## src/rtl/filter_window_ctrl_pkg.sv

```systemverilog
// Shared types and default geometry for the 3x3 filter window controller.
package filter_pkg;

  localparam int IMG_W_DEF    = 640;
  localparam int IMG_H_DEF    = 480;
  localparam int FILT_LAT_DEF = 2;

  typedef enum logic [2:0] {
    ST_IDLE  = 3'd0,
    ST_FILL  = 3'd1,
    ST_RUN   = 3'd2,
    ST_FLUSH = 3'd3,
    ST_DRAIN = 3'd4
  } state_e;

endpackage

```

## src/rtl/filter_window_ctrl_if.sv

```systemverilog
// Pixel handshake, window control and output-tag bundle for filter_window_ctrl.
interface filter_window_ctrl_if
  import filter_pkg::*;
#(
  parameter int IMG_W = IMG_W_DEF,
  parameter int IMG_H = IMG_H_DEF
);
  localparam int CW = $clog2(IMG_W);
  localparam int RW = $clog2(IMG_H);

  logic          start;
  logic          in_valid;
  logic          in_ready;
  logic          win_shift;
  logic          flushing;
  logic          out_valid;
  logic [RW-1:0] out_row;
  logic [CW-1:0] out_col;
  logic          border;
  logic          busy;
  logic          done;

  modport master (
    output start, in_valid,
    input  in_ready, win_shift, flushing, out_valid, out_row, out_col,
           border, busy, done
  );

  modport slave (
    input  start, in_valid,
    output in_ready, win_shift, flushing, out_valid, out_row, out_col,
           border, busy, done
  );

endinterface

```

## src/rtl/filter_window_ctrl_valid_delay_pipe.sv

```systemverilog
// Fixed-depth shift register that tracks the filter datapath latency.
module valid_delay_pipe #(
  parameter int WIDTH = 1,
  parameter int DEPTH = 1
) (
  input  logic             clk,
  input  logic             rst,
  input  logic [WIDTH-1:0] d_i,
  output logic [WIDTH-1:0] q_o
);

  logic [WIDTH-1:0] pipe_q [DEPTH];

  // Shift one stage per cycle; reset empties every stage.
  always_ff @(posedge clk) begin
    if (rst) begin
      for (int i = 0; i < DEPTH; i++) pipe_q[i] <= '0;
    end else begin
      pipe_q[0] <= d_i;
      for (int i = 1; i < DEPTH; i++) pipe_q[i] <= pipe_q[i-1];
    end
  end

  assign q_o = pipe_q[DEPTH-1];

endmodule

```

## src/rtl/filter_window_ctrl.sv

```systemverilog
// Sequencing controller for a 3x3 line-buffer filter: admits a frame of
// pixels, flushes the window with zero pixels, and tags each filtered output
// with its centre coordinate and an edge flag.
//
//   state    | meaning
//   ---------+-----------------------------------------------------------
//   ST_IDLE  | waiting for start
//   ST_FILL  | accepting pixels, window centre not yet valid
//   ST_RUN   | accepting pixels, every shift produces a centre
//   ST_FLUSH | IMG_W+1 zero-pixel shifts to push out the last line
//   ST_DRAIN | waiting for the last tagged pixel to leave the datapath
module filter_window_ctrl
  import filter_pkg::*;
#(
  parameter int IMG_W    = IMG_W_DEF,
  parameter int IMG_H    = IMG_H_DEF,
  parameter int FILT_LAT = FILT_LAT_DEF
) (
  input logic               clk,
  input logic               rst,
  filter_window_ctrl_if.slave bus
);

  localparam int CW = $clog2(IMG_W);
  localparam int RW = $clog2(IMG_H);
  localparam int FW = $clog2(IMG_W + 1);
  localparam int PW = 1 + RW + CW;

  state_e        state_q, state_d;
  logic          done_q, done_d;
  logic [CW-1:0] in_col_q, ctr_col_q, ev_col_q, out_c;
  logic [RW-1:0] in_row_q, ctr_row_q, ev_row_q, out_r;
  logic          ev_v_q, centre_fin_q, out_v;
  logic [FW-1:0] flush_cnt_q;
  logic [PW-1:0] pipe_out;
  logic          accept, shift, frame_start, fill_last, in_last;
  logic          ctr_ev, ctr_last, out_last;

  assign bus.in_ready = (state_q == ST_FILL) || (state_q == ST_RUN);
  assign accept       = bus.in_valid && bus.in_ready;
  assign shift        = accept || (state_q == ST_FLUSH);
  assign frame_start  = (state_q == ST_IDLE) && bus.start;

  // Pixel (1,0) is the (IMG_W+1)-th accepted pixel: first full window centre.
  assign fill_last = accept && (state_q == ST_FILL) &&
                     (in_row_q == RW'(1)) && (in_col_q == '0);
  assign in_last   = accept && (in_row_q == RW'(IMG_H - 1)) &&
                     (in_col_q == CW'(IMG_W - 1));
  assign ctr_ev    = shift && !centre_fin_q &&
                     ((state_q == ST_RUN) || (state_q == ST_FLUSH) || fill_last);
  assign ctr_last  = (ctr_row_q == RW'(IMG_H - 1)) && (ctr_col_q == CW'(IMG_W - 1));
  assign out_last  = out_v && (out_r == RW'(IMG_H - 1)) && (out_c == CW'(IMG_W - 1));

  // State register and registered done pulse.
  always_ff @(posedge clk) begin
    if (rst) begin
      state_q <= ST_IDLE;
      done_q  <= 1'b0;
    end else begin
      state_q <= state_d;
      done_q  <= done_d;
    end
  end

  // Next-state logic; done fires as DRAIN retires the last tagged pixel.
  always_comb begin
    state_d = state_q;
    done_d  = 1'b0;
    unique case (state_q)
      ST_IDLE:  if (bus.start) state_d = ST_FILL;
      ST_FILL:  if (fill_last) state_d = ST_RUN;
      ST_RUN:   if (in_last) state_d = ST_FLUSH;
      ST_FLUSH: if (flush_cnt_q == '0) state_d = ST_DRAIN;
      ST_DRAIN: begin
        if (out_last) begin
          state_d = ST_IDLE;
          done_d  = 1'b1;
        end
      end
      default:  state_d = ST_IDLE;
    endcase
  end

  // Input raster position, advanced only on accepted pixels.
  always_ff @(posedge clk) begin
    if (rst || frame_start) begin
      in_col_q <= '0;
      in_row_q <= '0;
    end else if (accept) begin
      if (in_col_q == CW'(IMG_W - 1)) begin
        in_col_q <= '0;
        in_row_q <= (in_row_q == RW'(IMG_H - 1)) ? '0 : in_row_q + RW'(1);
      end else begin
        in_col_q <= in_col_q + CW'(1);
      end
    end
  end

  // Flush down-counter: loaded with IMG_W, FLUSH ends on terminal count 0.
  always_ff @(posedge clk) begin
    if (rst) begin
      flush_cnt_q <= '0;
    end else if ((state_q == ST_RUN) && (state_d == ST_FLUSH)) begin
      flush_cnt_q <= FW'(IMG_W);
    end else if ((state_q == ST_FLUSH) && (flush_cnt_q != '0)) begin
      flush_cnt_q <= flush_cnt_q - FW'(1);
    end
  end

  // Centre counters; the window register captures the shifted pixel on the
  // edge, so the centre tag is presented one cycle after the shift.
  always_ff @(posedge clk) begin
    if (rst || frame_start) begin
      ctr_col_q    <= '0;
      ctr_row_q    <= '0;
      centre_fin_q <= 1'b0;
      ev_v_q       <= 1'b0;
      ev_row_q     <= '0;
      ev_col_q     <= '0;
    end else begin
      ev_v_q <= ctr_ev;
      if (ctr_ev) begin
        ev_row_q <= ctr_row_q;
        ev_col_q <= ctr_col_q;
        if (ctr_last) centre_fin_q <= 1'b1;
        if (ctr_col_q == CW'(IMG_W - 1)) begin
          ctr_col_q <= '0;
          ctr_row_q <= (ctr_row_q == RW'(IMG_H - 1)) ? '0 : ctr_row_q + RW'(1);
        end else begin
          ctr_col_q <= ctr_col_q + CW'(1);
        end
      end
    end
  end

  valid_delay_pipe #(
    .WIDTH (PW),
    .DEPTH (FILT_LAT)
  ) u_pipe (
    .clk (clk),
    .rst (rst),
    .d_i ({ev_v_q, ev_row_q, ev_col_q}),
    .q_o (pipe_out)
  );

  assign out_v = pipe_out[PW-1];
  assign out_r = pipe_out[CW +: RW];
  assign out_c = pipe_out[CW-1:0];

  assign bus.win_shift = shift;
  assign bus.flushing  = (state_q == ST_FLUSH);
  assign bus.out_valid = out_v;
  assign bus.out_row   = out_r;
  assign bus.out_col   = out_c;
  assign bus.border    = out_v && ((out_r == '0) || (out_r == RW'(IMG_H - 1)) ||
                                   (out_c == '0) || (out_c == CW'(IMG_W - 1)));
  assign bus.busy      = (state_q != ST_IDLE);
  assign bus.done      = done_q;

endmodule

```

## src/flat_wrapper.sv

```systemverilog
// flat-port wrapper written by rule: the top's interface ports become plain ports
module filter_window_ctrl_flat import filter_pkg::*;
#(
  parameter int IMG_W    = IMG_W_DEF,
  parameter int IMG_H    = IMG_H_DEF,
  parameter int FILT_LAT = FILT_LAT_DEF
)
  (clk, rst, bus_start, bus_in_valid, bus_in_ready, bus_win_shift, bus_flushing, bus_out_valid, bus_out_row, bus_out_col, bus_border, bus_busy, bus_done);
  filter_window_ctrl_if #(.IMG_W(IMG_W), .IMG_H(IMG_H)) bus_i ();
  input logic clk;
  input logic rst;
  input wire logic [$bits(bus_i.start)-1:0] bus_start;
  input wire logic [$bits(bus_i.in_valid)-1:0] bus_in_valid;
  output wire logic [$bits(bus_i.in_ready)-1:0] bus_in_ready;
  output wire logic [$bits(bus_i.win_shift)-1:0] bus_win_shift;
  output wire logic [$bits(bus_i.flushing)-1:0] bus_flushing;
  output wire logic [$bits(bus_i.out_valid)-1:0] bus_out_valid;
  output wire logic [$bits(bus_i.out_row)-1:0] bus_out_row;
  output wire logic [$bits(bus_i.out_col)-1:0] bus_out_col;
  output wire logic [$bits(bus_i.border)-1:0] bus_border;
  output wire logic [$bits(bus_i.busy)-1:0] bus_busy;
  output wire logic [$bits(bus_i.done)-1:0] bus_done;
  assign bus_i.start = bus_start;
  assign bus_i.in_valid = bus_in_valid;
  assign bus_in_ready = bus_i.in_ready;
  assign bus_win_shift = bus_i.win_shift;
  assign bus_flushing = bus_i.flushing;
  assign bus_out_valid = bus_i.out_valid;
  assign bus_out_row = bus_i.out_row;
  assign bus_out_col = bus_i.out_col;
  assign bus_border = bus_i.border;
  assign bus_busy = bus_i.busy;
  assign bus_done = bus_i.done;
  filter_window_ctrl #(.IMG_W(IMG_W), .IMG_H(IMG_H), .FILT_LAT(FILT_LAT)) u_core (.clk(clk), .rst(rst), .bus(bus_i));
endmodule
```

## config.mk

```make
export PLATFORM = sky130hd
export DESIGN_NAME = filter_window_ctrl_flat
export DESIGN_NICKNAME = d
export VERILOG_FILES = /design/src/rtl/filter_window_ctrl_pkg.sv /design/src/rtl/filter_window_ctrl_if.sv /design/src/rtl/filter_window_ctrl_valid_delay_pipe.sv /design/src/rtl/filter_window_ctrl.sv /design/src/flat_wrapper.sv
export SDC_FILE = /design/constraint.sdc
export NUM_CORES = 1
export LEC_CHECK = 0
export CORE_ASPECT_RATIO = 1.4
export CORE_UTILIZATION = 40
export DETAILED_ROUTE_END_ITERATION = 10
export DONT_BUFFER_PORTS = 1
export PLACE_DENSITY_LB_ADDON = 0.25
export SYNTH_ARGS = -nofsm -noshare
export SYNTH_HDL_FRONTEND = slang
export SYNTH_SLANG_ARGS = --single-unit
```

## constraint.sdc

```tcl
create_clock -name clk -period 2 [get_ports clk]
set_clock_uncertainty 0.1 [all_clocks]
set_input_delay 0.4 -clock clk [delete_from_list [all_inputs] [get_ports clk]]
set_output_delay 0.4 -clock clk [all_outputs]
set_load 0.1 [all_outputs]
```

==> results.md, run 1 <==
- The flow ran to the end, but the final reports show violations.
- The final reports fail on negative setup slack.
- The pre-CTS worst setup slack is -0.148 ns.
- The total chip power is approximately 5.8 mW.
- Clock tree synthesis inserted a total of 17 buffers.
- The sequential fraction of the synthesis area is 0.464.
- For this design the static power due to leakage is 2.57 nW.
- The count of yosys warnings during synthesis is 0.
- The critical path startpoint category is a register.
- The area fraction in compound gates after synthesis is 0.109.
- After synthesis, the cell types taking the most area are dfxtp_1 (46%), nor2b_1 (5.6%), nand3_1 (3.4%).
- The maximum clock rate is between 400 and 500 MHz.
- Of the available clock period, the critical path in the final layout requires 1.10.
- The setup slack after layout is -0.198 ns.
- At the worst endpoint, the arrival time is 1.70 ns.
- In this run the worst path has a maximum fanout of 3.
- For this run, design rule violations remaining after detail routing come to 0.
- The worst-case IR drop observed on VDD is 0.467 mV.
- For this run the aggregate overflow at the end of global routing stands at 0.
- The first global-routing pass estimated between 15000 and 20000 um of wire.
- The total via count after detailed routing is about 4200.
- The worst hold path cell count is 2.
- The pin count of the biggest net entering global routing is 47.
- The number of port buffers is 0.
- The worst-case clock buffer depth is 2.
- In this run, the number of DRC markers left after iteration 0 of detailed routing was 282.
- Of the total synthesized cell area, the portion taken by full adders, half adders and majority gates is 0.0228.
- The signal on the critical path passes through nor4_4 -> nand2_1 -> o41ai_2 -> o31a_2 -> buf_12.
- The multiplexer area fraction after synthesis is 0.0123.
- The largest single stage delay on the critical path is ~0.34 ns.
- The H-tree level count is 4.
- In this run the worst setup path begins at u_core.u_pipe.pipe_q[0][36].
- Of the total synthesized cell area, the portion taken by XOR and XNOR cells is 0.0483.
- The net count of the mapped netlist is 555.
- The total wire length is 11900 um.
- TritonCTS built the clock tree.
- The area of the mapped netlist is 4870 sq um.
- The synthesized design spends more area on one cell type than any other, namely dfxtp_1.
- The average routed wire per standard cell is 15.1 um.
- The number of cells on the worst reg-to-reg path is 6.
- The repair_antennas step left the layout with diodes totalling 0.
- The basic-gate share of the synthesized area counting and, or, nand and nor cells is 0.279.
- The die span in x is between 90 and 100 um.
- The final count of negative-setup-slack endpoints is 7.
- Using the TritonRoute via totals, the vias-per-cell ratio works out to around 5.4.
- Counting flops with an async set or reset pin after synthesis yields a share of 0.
- In this run the vertical extent of the chip is around 130 um.
- The first detailed-routing pass took 4 iterations.
- The count of non-filler cells in the finished layout is a little under 800.
- After filler insertion, the fill cell instance count of the layout stands at 963.
- The critical path class is reg -> out.
- The total power divided by cell area is 831 nW/um^2.
- After synthesis, the netlist uses 56 different library cells.
- At the end of the flow the core is filled with cells to 0.586.
- The relative slew slack is 0.690.
- The initial standard-cell utilization of the core is 0.410.
- A synthesized cell averages 8.98 sq um.
- The worst hold path class is in -> reg.
- The area of the core is 11900 sq um.
- The post-route antenna net violation count is 0.
- The clock insertion delay at the later pin of the skew report is 0.41 ns.
- The number of hold violations in the final report is 0.
- The die area is 12600 sq um.
- The flip-flop and latch count after synthesis is 113.
- The number of enable-type register cells in the synthesized netlist is 0.
- The combinational family with the most area after synthesis is simple AND/OR/NAND/NOR gates.
- The overall fraction of global-route tracks in use is 0.189.
- The number of ports placed on the die boundary is 30.
- After floorplanning, the core was divided into 47 placement rows.
- The final RePlAce weighted congestion is 0.862.
- Setup repair after global routing could not meet its margin everywhere.
- The cell sitting at the root of the clock tree is a clkbuf_16.
- The initial antenna violation count is 0.
- The most repeated cell in the gate-level netlist after synthesis is dfxtp_1.
- The share of synthesized area in the top cell type comes to 0.464.
- The ratio of cells with drive above 1 in the final layout is 0.369.
- The number of global-route vias before repair is around 4000.
- For this run, the leading register cell type out of synthesis is dfxtp_1.
- The number of clock sinks is 113.
- Clock-pin slew was measured on the worst setup and hold paths at 0.05 ns.
- The max-slew violation count is 0.
- The detailed placement HPWL is slightly above 7000 um.
- The worst hold path begins at rst.
- For this design, the slowest cell found on the critical path is dfxtp_2.
- Compared with the post-synthesis result, the final layout area differs by 42.9%.
- In this run, placement finished with an instance count of 734.
- The tool flagged a number of max-cap violations equal to 0.
- The worst path required time is 1.50 ns.
- Counting instances in the post-synthesis netlist gives the leading cell types as dfxtp_1 (113), nor2_1 (44), nor2b_1 (44), nand2_1 (33), nand3_1 (33).
- The number of nets in the finished design is about 640.
- The worst setup path is captured at a primary output.
- After layout, the minimum clock period comes to 2.20 ns.
- The worst register-to-register path begins at u_core.in_row_q[6].
- Counting every instance in the synthesized netlist gives 543.
- The actual transition at the worst max-transition pin is 0.460 ns.
-- cell families (layout without fill, tap and decap cells) --
logic type | after synthesis | in the layout
AND/OR/NAND/NOR | 243 | 243
AO/OA/AOI/OAI | 88 | 90
multiplexers | 6 | 6
buffers and inverters | 58 | 150
flip-flops | 113 | 113
XOR/XNOR | 26 | 26
adder cells (fa/ha/maj) | 9 | 9
-- timing repair --
item / 4_1_cts / 5_1_grt
endpoints found under the hold margin: 46 / 0
setup endpoints to repair: 46 / 60
setup buffers: 7 / 9
pin swaps: 28 / 50
gates resized for setup: 84 / 75
cloned: 3 / 1
hold buffers: 1 / 0
-- layout make-up --
class,count,area (sq um),share of cell area
inverters,12,52.6,0.00755
clock buffers,17,425,0.0611
clock inverters,15,229,0.0329
multi-input cells,374,2820,0.405
flip-flops and latches,113,2280,0.328
well taps,147,184,0.0264
repair buffers,106,971,0.139
-- placed cells by master, fill, tap and decap left out, types with 6 or more instances in the layout --
master / instances
o21ai_1: 8
nor2_1: 41
inv_1: 9
buf_6: 16
mux2i_1: 6
xor2_1: 13
buf_4: 80
o21ai_2: 11
nand2_1: 29
dfxtp_1: 101
a21oi_1: 16
xnor2_1: 12
nor3_1: 13
or4_1: 8
nand3_4: 6
a21oi_2: 11
nand4_1: 15
buf_12: 8
o211ai_1: 8
nand3_1: 25
nor2b_1: 44
o21ai_0: 9
clkbuf_16: 17
ha_1: 6
dfxtp_2: 9
-- worst max-delay path: cells and delay by family (launching register included) --
kind / cells / cell delay (ns)
flip-flops: 1 / 0.34
AO/OA/AOI/OAI: 2 / 0.40
buffers and inverters: 1 / 0.17
AND/OR/NAND/NOR: 2 / 0.37
-- through the flow --
stage / instance area [sq um] / TNS (ns) / hold slack [ns]
after floorplan: 4880 / 0 / 0.314
after global placement: 5540 / -0.651 / 0.317
after detailed placement: 5540 / -1.55 / 0.323
after CTS: 6580 / -0.814 / 0.142
after global routing: 6960 / -1.28 / 0.145
final: 6960 / -0.344 / 0.145
-- path summary, 6_finish.rpt --
check                                     end  slack (ns)
setup / recovery                   bus_border       -0.20
hold / removal          u_core.flush_cnt_q[2]        0.15
setup reg to reg            u_core.state_q[0]       -0.08
hold reg to reg   u_core.u_pipe.pipe_q[0][34]        0.33
-- power by group --
part / switching (mW) / internal, mW
sequential: 0.00521 / 2.25
combinational: 0.158 / 0.0759
clock: 1.08 / 2.22
total: 1.24 / 4.55
-- per-layer routing --
metal  vias to the layer above  global-route usage  wire length, um
met5                         -                   0                0
met4                         0               0.103              326
met3                        30              0.0420              309
met2                        70               0.331             6510
met1                      2034               0.205             4740
li1                       2071                   -                -
-- sequential cells by signal, summed over array words and instances (netlist names), 3 cells and up --
name                  count
u_core.ctr_col_q         10
u_core.in_col_q          10
u_core.in_row_q           9
u_core.ctr_row_q          9
u_core.state_q            3
u_core.u_pipe.pipe_q     40
u_core.flush_cnt_q       10
u_core.ev_col_q          10
u_core.ev_row_q           9
Power figures use the tool's default switching activity.
==> run 2: changes to the inputs <==
--- a/config.mk
+++ b/config.mk
@@ -10,6 +10,7 @@
 export DETAILED_ROUTE_END_ITERATION = 10
 export DONT_BUFFER_PORTS = 1
 export PLACE_DENSITY_LB_ADDON = 0.25
+export RECOVER_POWER = 50
 export SYNTH_ARGS = -nofsm -noshare
 export SYNTH_HDL_FRONTEND = slang
 export SYNTH_SLANG_ARGS = --single-unit
==> constraint.sdc (replaced) <==
create_clock -name clk -period 2.2 [get_ports clk]
set_clock_uncertainty 0.1 [all_clocks]
set_input_delay 0.44 -clock clk [delete_from_list [all_inputs] [get_ports clk]]
set_output_delay 0.44 -clock clk [all_outputs]
set_load 0.1 [all_outputs]
==> run 2 against run 1 <==
Compared with the run above: total power shrank 13%; utilization shrank 7.2 points; final area shrank 12%; final cell count shrank 3.8%; critical endpoint unchanged; critical path depth is the same; count of clock-buffer cells in the layout grew 1; non-clock buffer count shrank 30; the run still ends with negative setup slack left; register-to-register slack gained 0.14 ns; combinational power shrank 21%; critical path type unchanged; flip-flop and latch count is the same; wire length shrank 6.0%.
==> results.md, run 2 (synthesized netlist as in run 1, its figures left out) <==
- Outcome: finished with violations (unchanged).
- Failing checks: negative setup slack (unchanged).
- The total non-filler cell area in the finished layout came to 6110 sq um (was 6960 sq um).
- The worst path required time is 1.66 ns (was 1.50 ns).
- The number of ports placed on the die boundary is 30 (unchanged).
- The setup TNS is -0.0758 ns (was -0.344 ns).
- The die area is 12600 sq um (unchanged).
- The number of flip-flops under the largest register name came to 40 (unchanged).
- The pin count of the biggest net entering global routing is 35 (was 47).
- The part of the power in registers was 0.406 (was 0.390).
- The total power divided by cell area is 828 nW/um^2 (was 831 nW/um^2).
- The total of max-cap violations is 0 (unchanged).
- The pre-CTS worst setup slack is 0.0385 ns (was -0.148 ns).
- Setup repair after global routing missed its margin: true (unchanged).
- The overall fraction of global-route tracks in use is 0.183 (was 0.189).
- The worst hold path cell count was 2 (unchanged).
- The number of clock sinks was 113 (unchanged).
- The die span in x was 95.3 um (unchanged).
- The ratio of cells with drive above 1 in the final layout is 0.219 (was 0.369).
- The number of global-route vias before repair is 3851 (was 3997).
- The launch point of the worst path is u_core.u_pipe.pipe_q[0][34] (was u_core.u_pipe.pipe_q[0][36]).
- The area of the core is 11900 sq um (unchanged).
- The setup slack on the worst flop-to-flop path is 0.06 ns (was -0.08 ns).
- The initial antenna violation count was 0 (unchanged).
- Top library cells by usage in the layout, fill and taps aside: dfxtp_1 (107), buf_4 (47), nor2b_1 (44) (was dfxtp_1 (101), buf_4 (80), nor2b_1 (44)).
- The max-slew violation count is 0 (unchanged).
- The launch point of the worst reg-to-reg path is u_core.state_q[0] (was u_core.in_row_q[6]).
- The clock transition time at the flip-flop clock pins of the worst setup and hold paths is 0.05 ns (about the same).
- The placed cell count came to 708 (was 734).
- The maximum fanout encountered on the critical timing path is 3 (unchanged).
- The number of hold violations in the final report is 0 (unchanged).
- The y dimension of the die came to 133 um (unchanged).
- The master of the slowest instance on the critical path is dfxtp_2 (unchanged).
- The number of antenna cells inserted was 0 (unchanged).
- The via-per-instance ratio was 5.37 (was 5.36).
- The final hold slack is 0.248 ns (was 0.145 ns).
- The setup slack after layout is -0.0758 ns (was -0.198 ns).
- The count of non-filler cells in the finished layout is 754 (was 784).
- The number of nets in the finished design was 606 (was 636).
- The critical path class is reg -> out (unchanged).
- The relative slew slack came to 0.638 (was 0.690).
- The worst voltage drop across the vdd grid was 0.394 mV (was 0.467 mV).
- The part of the total power dissipated in combinational logic came to 0.037 (was 0.040).
- The count of buffer and inverter cells on the critical path is 1 (unchanged).
- The launch point of the worst hold path is rst (unchanged).
- The final count of negative-setup-slack endpoints is 1 (was 7).
- The remaining design rule violation count came to 0 (unchanged).
- The number of port buffers came to 0 (unchanged).
- The initial standard-cell utilization of the core was 0.410 (unchanged).
- The critical path data arrival time was 1.74 ns (was 1.70 ns).
- The internal cell power is 3.93 mW (was 4.55 mW).
- The largest register by flop count is u_core.u_pipe.pipe_q (unchanged).
- The average routed wire per standard cell came to 14.8 um (was 15.1 um).
- The buffer cell driving the clock tree root is clkbuf_16 (unchanged).
- The longest individual stage delay on the worst path is 0.34 ns (about the same).
- The total congestion overflow is 0 (unchanged).
- The number of buffers inserted during clock tree synthesis is 17 (unchanged).
- The detailed-routing iteration count for the pre-antenna-repair pass was 4 (unchanged).
- The leakage power figure was 2.22 nW (was 2.57 nW).
- The share of total power in the clock network was 0.558 (was 0.570).
- The reg-to-reg endpoint is u_core.ctr_col_q[5] (was u_core.state_q[0]).
- The wire length of the first global-routing pass came to 18000 um (was 18600 um).
- The H-tree level count is 4 (unchanged).
- Based on the critical path, the design can be clocked at up to 439 MHz.
- The worst-case clock buffer depth is 2 (unchanged).
- Cell-by-cell trace of the critical path: nor4_4 -> nand2_1 -> o41ai_2 -> o31a_2 -> buf_12 (unchanged).
- The logic depth of the worst register-to-register path is 5 (was 6).
- The kind of cell with the highest combined delay on the critical path is compound AO/OA/AOI/OAI gates (unchanged).
- The initial DRC count is 182 (was 282).
- The logic depth of the worst setup path including buffers is 5 (unchanged).
- The post-route fraction of the period consumed by the critical path is 1.03.
- The total via count after detailed routing is 4050 (was 4205).
- The most common cell after layout, fill and taps aside is dfxtp_1 (unchanged).
- The end point of the most critical hold path is u_core.flush_cnt_q[5] (was u_core.flush_cnt_q[2]).
- The critical path startpoint category was a register (unchanged).
- The minimum clock period is between 2 and 2.5 ns.
- The post-detailed-placement cell area is 5320 sq um (was 5540 sq um).
- The element type at the critical path end is a primary output (unchanged).
- The worst hold path class is in -> reg (unchanged).
- The floorplan row count is 47 (unchanged).
- The signed area change from the synthesized netlist to the final layout came to 25.3% (was 42.9%).
- The total wire length was 11200 um (was 11900 um).
- The detailed placement HPWL is 7100 um (was 7230 um).
- The switching part of the total is 0.223 (was 0.214).
- The net switching power is 1.13 mW (was 1.24 mW).
- The TritonCTS clock tree is done (unchanged).
- The post-route antenna net violation count was 0 (unchanged).
- The clock insertion delay at the later pin of the skew report is 0.41 ns (about the same).
- The actual transition at the worst max-transition pin is 0.546 ns (was 0.460 ns).
- The final RePlAce weighted congestion was 0.846 (was 0.862).
## run 2: cell types whose count changed in the layout (fill, tap and decap cells not counted), sizes merged
cell and delta:
buf -54, bufinv -2, clkbuf +16, clkinvlp +2, dlygate4sd3 +9, inv -1
## run 2: repair_timing
| action | 4_1_cts | 5_1_grt |
|---|---|---|
| buffers inserted | 1 | 2 |
| endpoints found under the setup margin | 3 | 27 |
| pin swaps | 1 | 2 |
| hold endpoints to repair | 7 | 1 |
| cloned | 0 | 2 |
| hold buffers | 8 | 1 |
| resized for setup | 11 | 16 |
## run 2: worst reg2reg max path: stages (launching register included)
cell	delay, ns
dfxtp_1	0.45
xor2_2	0.28
nand4_2	0.25
o21a_4	0.32
or4_1	0.51
a31oi_1	0.16
## run 2: worst max path at each step
stage,end,slack (ns)
2_1_floorplan,bus_border,0.07
3_3_place_gp,u_core.flush_cnt_q[1],0.09
3_5_place_dp,u_core.flush_cnt_q[1],0.04
4_1_cts,bus_border,-0.09
5_1_grt,bus_border,-0.14
6_report,bus_border,-0.08
## run 2: stage by stage
stage / utilization / power [mW]
detailed placement: 0.448 / 2.25
CTS: 0.510 / 5.09
global route: 0.514 / 5.21
floorplan: - / 2.21
finish: 0.514 / 5.06
global placement: 0.448 / 2.25
## run 2: final cells by class
class,count,area [sq um]
clock buffer,18,439
clock inverter,14,179
fill,1079,5770
inverter,12,47.5
multi-input combinational,374,2380
sequential,113,2270
tap,147,184
timing repair buffer,76,609
## run 2: routing by layer
metal  vias to the layer above  global-route usage  wire (um)
li1                       2014                   -          -
met1                      1924               0.200       4550
met2                        90               0.329       5940
met3                        22              0.0385        313
met4                         0              0.0800        348
met5                         -                   0          0
## run 2: power groups by stage
stage	combinational, mW	clock, mW	sequential (mW)
finish	0.185	2.82	2.05
global route	0.200	2.96	2.05
global placement	0.149	0	2.10
detailed placement	0.150	0	2.10
CTS	0.181	2.86	2.05
floorplan	0.116	0	2.10
